==> config.mk <==
export PLATFORM = sky130hd
export DESIGN_NAME = oam_dma_ctrl
export DESIGN_NICKNAME = d
export VERILOG_FILES = /design/src/rtl/gb_bus_pkg.sv /design/src/rtl/cpu_addr_decode.sv /design/src/rtl/oam_dma_ctrl.sv
export SDC_FILE = /design/constraint.sdc
export NUM_CORES = 1
export LEC_CHECK = 0
export ABC_AREA = 1
export ABC_CLOCK_PERIOD_IN_PS = 2100
export CAP_MARGIN = 20
export CORE_MARGIN = 3
export CORE_UTILIZATION = 45
export CTS_BUF_LIST = sky130_fd_sc_hd__clkbuf_8
export DETAILED_ROUTE_END_ITERATION = 8
export HOLD_SLACK_MARGIN = 0.06
export PLACE_DENSITY_LB_ADDON = 0.2
export SKIP_CTS_REPAIR_TIMING = 1
export SYNTH_ARGS = -nofsm -noshare
export SYNTH_HDL_FRONTEND = slang
export SYNTH_SLANG_ARGS = --single-unit
==> constraint.sdc <==
create_clock -name clk -period 2.1 [get_ports clk]
set_input_delay 0.42 -clock clk [delete_from_list [all_inputs] [get_ports clk]]
set_output_delay 0.42 -clock clk [all_outputs]
set_load 0.05 [all_outputs]
==> src/rtl/gb_bus_pkg.sv <==
// Shared definitions for the memory-bus / OAM DMA slice.
package gb_bus_pkg;

    typedef enum logic [1:0] {
        ST_IDLE  = 2'd0,
        ST_START = 2'd1,
        ST_XFER  = 2'd2
    } dma_state_e;

    localparam logic [15:0] DMA_REG_ADDR = 16'hFF46;
    localparam logic [15:0] OAM_BASE     = 16'hFE00;
    localparam int unsigned DMA_LEN      = 160;
    localparam logic [7:0]  DMA_LAST     = 8'(DMA_LEN - 1);

    localparam logic [15:0] HRAM_LO      = 16'hFF80;
    localparam logic [15:0] HRAM_HI      = 16'hFFFE;

    localparam logic [1:0]  T0           = 2'd0;
    localparam logic [1:0]  T1           = 2'd1;
    localparam logic [1:0]  T2           = 2'd2;
    localparam logic [1:0]  T3           = 2'd3;

    localparam logic [7:0]  OPEN_BUS     = 8'hFF;

    // Pages at and above 0xE0 are the echo-RAM mirror of 0xC0..; fold them down.
    function automatic logic [7:0] eff_src_hi(input logic [7:0] hi);
        logic [7:0] res;
        if (hi < 8'hE0) begin
            res = hi;
        end else begin
            res = hi - 8'h20;
        end
        return res;
    endfunction

endpackage

==> src/rtl/cpu_addr_decode.sv <==
// Combinational CPU address decoder: HRAM window and DMA source register hit.
module cpu_addr_decode
    import gb_bus_pkg::*;
(
    input  logic [15:0] cpu_addr,
    output logic        hram_sel,
    output logic        is_dma_reg
);

    // Pure address compare; no state.
    always_comb begin
        hram_sel   = (cpu_addr >= HRAM_LO) && (cpu_addr <= HRAM_HI);
        is_dma_reg = (cpu_addr == DMA_REG_ADDR);
    end

endmodule

==> src/rtl/oam_dma_ctrl.sv <==
// OAM DMA engine and CPU/DMA memory-bus arbiter.
// The FSM state, byte index, source page and data latch are registered; the
// bus mux is combinational from that state so CPU accesses see the bus in the
// same cycle and reset takes effect on the outputs immediately.
module oam_dma_ctrl
    import gb_bus_pkg::*;
(
    input  logic        clk,
    input  logic        rst_n,
    input  logic [1:0]  t_cycle,
    input  logic [15:0] cpu_addr,
    input  logic        cpu_rd,
    input  logic        cpu_wr,
    input  logic [7:0]  cpu_wdata,
    output logic [7:0]  cpu_rdata,
    input  logic [7:0]  mem_rdata,
    output logic [15:0] mem_addr,
    output logic        mem_rd_en,
    output logic        mem_wr_en,
    output logic [7:0]  mem_wdata,
    output logic        mem_ctrl_sel,
    output logic        hram_sel,
    output logic        dma_active,
    output logic        cpu_blocked
);

    dma_state_e  state_r;
    logic [7:0]  idx_r;
    logic [7:0]  src_hi_r;
    logic [7:0]  latch_r;

    logic        hram_sel_s;
    logic        is_dma_reg_s;
    logic        trigger_s;
    logic        cpu_req_s;
    logic [7:0]  eff_hi_s;
    logic [7:0]  bus_rdata_s;

    cpu_addr_decode u_cpu_addr_decode (
        .cpu_addr   (cpu_addr),
        .hram_sel   (hram_sel_s),
        .is_dma_reg (is_dma_reg_s)
    );

    assign hram_sel = hram_sel_s;

    // Trigger qualification and derived request/address terms.
    always_comb begin
        trigger_s = cpu_wr && is_dma_reg_s && (t_cycle == T3);
        cpu_req_s = (cpu_rd || cpu_wr) && !hram_sel_s;
        eff_hi_s  = eff_src_hi(src_hi_r);
    end

    // DMA sequencer: a write to the source register (re)starts from any state,
    // otherwise START waits one M-cycle and XFER moves one byte per M-cycle.
    always_ff @(posedge clk or negedge rst_n) begin
        if (!rst_n) begin
            state_r  <= ST_IDLE;
            idx_r    <= 8'h00;
            src_hi_r <= 8'h00;
            latch_r  <= 8'h00;
        end else if (trigger_s) begin
            state_r  <= ST_START;
            idx_r    <= 8'h00;
            src_hi_r <= cpu_wdata;
        end else begin
            case (state_r)
                ST_IDLE: begin
                    state_r <= ST_IDLE;
                end
                ST_START: begin
                    if (t_cycle == T3) begin
                        state_r <= ST_XFER;
                        idx_r   <= 8'h00;
                    end else begin
                        state_r <= ST_START;
                    end
                end
                ST_XFER: begin
                    if (t_cycle == T1) begin
                        latch_r <= mem_rdata;
                    end else begin
                        latch_r <= latch_r;
                    end
                    if (t_cycle == T3) begin
                        if (idx_r == DMA_LAST) begin
                            state_r <= ST_IDLE;
                            idx_r   <= 8'h00;
                        end else begin
                            idx_r   <= idx_r + 8'd1;
                        end
                    end else begin
                        idx_r <= idx_r;
                    end
                end
                default: begin
                    state_r <= ST_IDLE;
                    idx_r   <= 8'h00;
                end
            endcase
        end
    end

    // Bus mux: CPU passes through in IDLE; in START/XFER the CPU is fenced
    // off the main bus and XFER drives read (t0/t1) then write (t2/t3).
    always_comb begin
        mem_addr     = cpu_addr;
        mem_rd_en    = 1'b0;
        mem_wr_en    = 1'b0;
        mem_wdata    = cpu_wdata;
        mem_ctrl_sel = 1'b0;
        dma_active   = 1'b0;
        cpu_blocked  = 1'b0;
        bus_rdata_s  = mem_rdata;
        case (state_r)
            ST_IDLE: begin
                // Write wins so the two strobes can never overlap.
                mem_rd_en = cpu_rd && !cpu_wr;
                mem_wr_en = cpu_wr;
            end
            ST_START: begin
                dma_active  = 1'b1;
                cpu_blocked = cpu_req_s;
                if (hram_sel_s) begin
                    bus_rdata_s = mem_rdata;
                end else begin
                    bus_rdata_s = OPEN_BUS;
                end
            end
            ST_XFER: begin
                dma_active   = 1'b1;
                mem_ctrl_sel = 1'b1;
                cpu_blocked  = cpu_req_s;
                mem_wdata    = latch_r;
                if (hram_sel_s) begin
                    bus_rdata_s = mem_rdata;
                end else begin
                    bus_rdata_s = OPEN_BUS;
                end
                if ((t_cycle == T0) || (t_cycle == T1)) begin
                    mem_addr  = {eff_hi_s, idx_r};
                    mem_rd_en = 1'b1;
                end else begin
                    mem_addr  = OAM_BASE + {8'h00, idx_r};
                    mem_wr_en = 1'b1;
                end
            end
            default: begin
                mem_addr = cpu_addr;
            end
        endcase
    end

    // Read-data return: the source register reads back in every state.
    always_comb begin
        if (cpu_rd && is_dma_reg_s) begin
            cpu_rdata = src_hi_r;
        end else begin
            cpu_rdata = bus_rdata_s;
        end
    end

endmodule

Yosys cells after proc, flatten, opt, wreduce, memory -nomap -nowiden
Index checks and enable logic that the tools add are counted.

storage, ports and cells
  register bits after elaboration = 26
  input port bits = 38
  output and inout port bits = 38
  word-level logic and storage cells = 61

operators by class
  add/sub/neg operators = 3
  order comparisons = 3
  eq/ne operators = 10
  multiplexer cells = 24
  bitwise operators = 1
  reduce and logical (&&, ||, !) cells = 16

operators with widths
  operator                                             count
  2-to-1 mux 8 bit                                     9
  2-to-1 mux 16 bit                                    2
  one-hot mux 8 bit (3 select lines)                   1
  equality test 16 bit, second input constant          1
  >= comparator 16 bit, second input constant          1
  <= comparator 16 bit, second input constant          1
  adder 10 x 9 -> 11 bit, first input constant         1
  inequality test 3 bit, second input constant         3
  adder 8 x 1 -> 8 bit, second input constant          1
  equality test 8 bit, second input constant           1
  < comparator 8 bit, second input constant            1
  2-to-1 mux 2 bit                                     4
  subtractor 8 x 6 -> 8 bit, second input constant     1
  logical AND 1 bit                                    6
  AND reduction 3 bit                                  2
  2-to-1 mux 1 bit                                     5
  equality test 2 x 1 -> 1 bit, second input constant  2
  equality test 2 bit, second input constant           2
  zero test 2 bit                                      2
  one-hot mux 1 bit (2 select lines)                   2
  one-hot mux 2 bit (2 select lines)                   1
  zero test 1 bit                                      2
  logical OR 1 bit                                     2
  inequality test 2 bit, second input constant         1
  3 further kinds                                      3

Depth between registers and ports, before layout
  depth after elaboration = 5
  depth in mapped cells = 10
  gate-level depth less buffers = 9

Hierarchy
Synthesis repeated with hierarchy kept, for this count alone.

unflattened totals
  cells, all modules = 278
  area total of the unflattened synthesis = 1833.0 um^2

modules (own cells, without submodules)
  module           instances  cells each  area each (um^2)  seq. area each (um^2)
  oam_dma_ctrl     1          249         1716.6            650.6
  cpu_addr_decode  1          29          116.4             0.0

Worst setup path after synthesis
OpenSTA, ideal clock, no wires.

  path kind = flip-flop to output port
  from = register state_r[0]
  to = output mem_addr[5]
  data arrival time = 2215 ps
  setup slack = -535 ps
  stages on the path, launching flop included = 5
  cell sequence = dfrtp_1 > inv_1 > ha_1 > clkbuf_1 > o21ai_0

between the ends
  cells in the longest elaborated chain, start to end = 2

RTL lines
  element                 RTL line             source
  start, declared         oam_dma_ctrl.sv:27   dma_state_e state_r;
  start signal, assigned  oam_dma_ctrl.sv:58   state_r <= ST_IDLE;
  start signal, assigned  oam_dma_ctrl.sv:63   state_r <= ST_START;
  start signal, assigned  oam_dma_ctrl.sv:69   state_r <= ST_IDLE;
  equality test 2 bit     oam_dma_ctrl.sv:115  case (state_r)
  2-to-1 mux 16 bit       oam_dma_ctrl.sv:115
  end, declared           oam_dma_ctrl.sv:17   output logic [15:0] mem_addr,

Every way passes these cells.

Worst setup path after layout
  from = input cpu_addr[10]
  to = output cpu_rdata[6]

between the ends
  cells in the longest elaborated chain, start to end = 5
  elaborated cells on any way between the ends = 8

RTL lines
  element                                                              RTL line                                  source
  start, declared                                                      oam_dma_ctrl.sv:11                        input logic [15:0] cpu_addr,
  >= comparator 16 bit / <= comparator 16 bit (equally long branches)  cpu_addr_decode.sv:12                     hram_sel = (cpu_addr >= HRAM_LO) && (cpu_addr <= HRAM_HI);
  logical AND 1 bit                                                    cpu_addr_decode.sv:12
  2-to-1 mux 8 bit                                                     oam_dma_ctrl.sv:124, oam_dma_ctrl.sv:135
  2-to-1 mux 8 bit                                                     --
  2-to-1 mux 8 bit (*)                                                 oam_dma_ctrl.sv:156                       if (cpu_rd && is_dma_reg_s) begin
  end, declared                                                        oam_dma_ctrl.sv:15                        output logic [7:0] cpu_rdata,

Mark *: on every way between the ends. The rest lies on a longest branch, timed or not.

==> qor.csv <==
stage;metric;value;unit
logic_synthesis;Synth area leader;dfrtp_1;
power_and_ir_drop;Final Power;1.29;mW
logic_synthesis;Most used DFF post-synth;dfrtp_1;
sta;Final Worst Setup Slack;-15.7;ps
setup_path;R2R setup slack;210;ps
setup_path;CP Capture Type;output pin;
drt;final WL;7930;um
die;I/O Pins;76;
sta;RSZ-0062 raised after global routing;true;
drt;via count;2556;
placement;Post-Place Cell Area;3240;um^2
die;core region area;4090;um^2
sta;Final min period;2120;ps
power_and_ir_drop;cell area power density;360;nW/um^2
sta;Setup violations, final;1;
drt;WL/cell;17.9;um
logic_synthesis;sequential cell area fraction in the yosys report;0.333;
sta;Clock Skews;1.41;ps
status;status;finished, violations left;
die;Die Y;71.9;um
cts;Max H-tree Level;1;
hold_path;Hold WC Path Type;input pin to async pin;
setup_path;Max stage delay on crit path;230;ps
setup_path;critical path type;input pin to output pin;
logic_synthesis;fraction of registers with async set or reset after synthesis;1.00;
sta;Slew headroom;0.639;
logic_synthesis;Yosys reg bits;26;
cells_and_area;diodes inserted;0;
run;Max Cap Viol;0;
placement;Post-DP HPWL;4490;um
cts;clock buffer depth;2;
logic_synthesis;syn nets;347;
grt;GRT Total Usage;0.232;
drt;Detail Route Antenna Nets;0;
grt;largest net degree at the start of global routing;27;
status;failing checks;setup timing;
cts;clk root buf;clkbuf_8;
logic_synthesis;leading cell types by count after synthesis;nand2_1, nor2_1, inv_1, dfrtp_1, o21ai_0;
sta;Worst Max-Slew Pin Slew;540;ps
logic_synthesis;number of flops mapped to enable cells by yosys;0;
cells_and_area;Area Overhead vs Synth;82.9;%
logic_synthesis;Area contributors post-synth;dfrtp_1, nand2_1, nor2_1;
logic_synthesis;Post-Syn Instances;304;
power_and_ir_drop;leakage power;1.78;nW
setup_path;Critical Path Slowest Stage Cell;nor2_4;
drt;Pre-Repair DR Iteration Count;5;
sta;Hold Slack;514;ps
sta;Hold Vio Cnt, Final;0;
setup_path;Max FO, Critical Path;8;
die;die extent in x;71.9;um
drt;Initial DRC Count;198;
die;FP Rows;23;
grt;initial antenna violation count;0;
grt;first-pass GRT wire length;9450;um
sta;final slew viol count;0;
placement;Final GP Congestion;0.813;
logic_synthesis;Yosys Warn Count;0;
setup_path;CP startpoint kind;input pin;
placement;Place WS;-286;ps
setup_path;arrival time worst endpoint;1700;ps
cts;Clk Latency, worst-skew pair;280;ps
die;Initial Utilization;0.478;
cts;total CTS buffers;3;
setup_path;Worst R2R End;latch_r[0];
grt;number of global-route vias before repair;2156;
cts;clk slew on worst S/H paths;90;ps
setup_path;Required @ worst endpoint;1680;ps
logic_synthesis;average size of a mapped cell;6.42;um^2
placement;IO buf count;75;
cts;TritonCTS clock tree;built;
logic_synthesis;most common cell in the netlist;nand2_1;
cells_and_area;fin area;3570;um^2
logic_synthesis;Cell Area, Synth;1950;um^2
setup_path;Reg2Reg Launch Point;state_r[0];
drt;residual DRC count;0;
cells_and_area;# nets final;439;
setup_path;cell mode on critical path;nor2_4;
logic_synthesis;Yosys cell types;27;
cells_and_area;proportion of layout cells with a drive suffix above 1;0.360;
sta;fmax;0.473;GHz
cells_and_area;fill count;188;
setup_path;cells on worst reg2reg path;7;
drt;vias per cell;5.76;
cts;clock sinks;26;
die;Total Die Area;5160;um^2
grt;grt total ovfl;0;
power_and_ir_drop;Max VDD drop;0.000289;V
setup_path;worst-path cell chain;dlymetal6s2s_1 -> nand4_1 -> nor2_4 -> nand3_4 -> nand2_2 -> nor2_4 -> nor2_4 -> buf_12;
logic_synthesis;top cell type's share of synthesized area;0.333;
sta;final critical-path share of the clock period;1.01;
## logic make-up (layout without fill, tap and decap cells)
group                    Yosys count  after routing  share of synthesized area
AO/OA/AOI/OAI                     44             44                      0.132
XOR/XNOR                           3              3                     0.0135
adder cells (fa/ha/maj)            5              5                     0.0321
buffers and inverters             53            142                      0.110
flip-flops                        26             26                      0.333
AND/OR/NAND/NOR                  173            174                      0.379
## through the flow
stage,setup TNS (ps),util,cells
3_3_place_gp,-1770,0.792,434
5_1_grt,-585,0.874,444
6_report,-15.7,0.874,444
2_1_floorplan,-283,-,304
4_1_cts,-2590,0.802,437
3_5_place_dp,-2340,0.792,434
## cell usage in the layout, fill, tap and decap left out, types with 2 or more instances in the layout
cell type / n
nor2_1: 18
a21oi_2: 2
nor2_2: 9
ha_1: 3
ha_4: 2
o21ai_2: 11
a22o_1: 2
buf_12: 33
nand2_4: 2
inv_1: 34
o21ai_1: 15
buf_4: 23
buf_6: 3
o22a_1: 4
clkbuf_8: 3
nand3_1: 11
nand3_4: 3
inv_2: 8
o21ai_0: 6
dlymetal6s2s_1: 16
nand4_1: 2
nor2_4: 22
clkdlybuf4s50_1: 20
dfrtp_1: 24
nand2_1: 91
dfrtp_2: 2
xor2_1: 2
nand2_2: 15
## state kept, by name (all words and copies together) (netlist names)
name,flops
src_hi_r,8
latch_r,8
state_r,2
idx_r,8
## layout make-up
| cell class | count | area [um^2] | share of cell area |
|---|---|---|---|
| Clock buffer | 3 | 41.3 | 0.0116 |
| Tap cell | 50 | 62.6 | 0.0175 |
| Timing Repair Buffer | 96 | 1270 | 0.356 |
| Multi-Input combinational cell | 226 | 1380 | 0.386 |
| Inverter | 43 | 164 | 0.0459 |
| Sequential cell | 26 | 653 | 0.183 |
## layer usage
metal | vias to the layer above | GRT usage | routed length, um
li1 | 1128 | - | -
met1 | 1200 | 0.274 | 2840
met2 | 180 | 0.407 | 3950
met3 | 48 | 0.0477 | 766
met4 | 0 | 0.0939 | 368
met5 | - | 0 | 0
## critical path, delay by kind of cell
family                 cells  cell delay, ps
buffers and inverters      2             320
and+or+nand+nor            6             940
## worst max path at each step
stage	slack (ps)	from	end	depth (start not counted)
2_1_floorplan	-20	state_r[0]	mem_addr[5]	5
3_3_place_gp	-210	cpu_addr[11]	cpu_rdata[5]	10
3_5_place_dp	-290	cpu_addr[10]	cpu_rdata[2]	10
4_1_cts	-280	cpu_addr[10]	cpu_rdata[2]	10
5_1_grt	-90	cpu_addr[7]	cpu_rdata[6]	9
6_report	-20	cpu_addr[10]	cpu_rdata[6]	8
## report_power, final
group	internal (mW)	switching [mW]	total, mW
Combinational	0.213	0.253	0.466
Sequential	0.510	0.00776	0.518
Clock	0.129	0.172	0.301
Total	0.853	0.433	1.29
No activity file was read; power rests on OpenSTA's default activity.
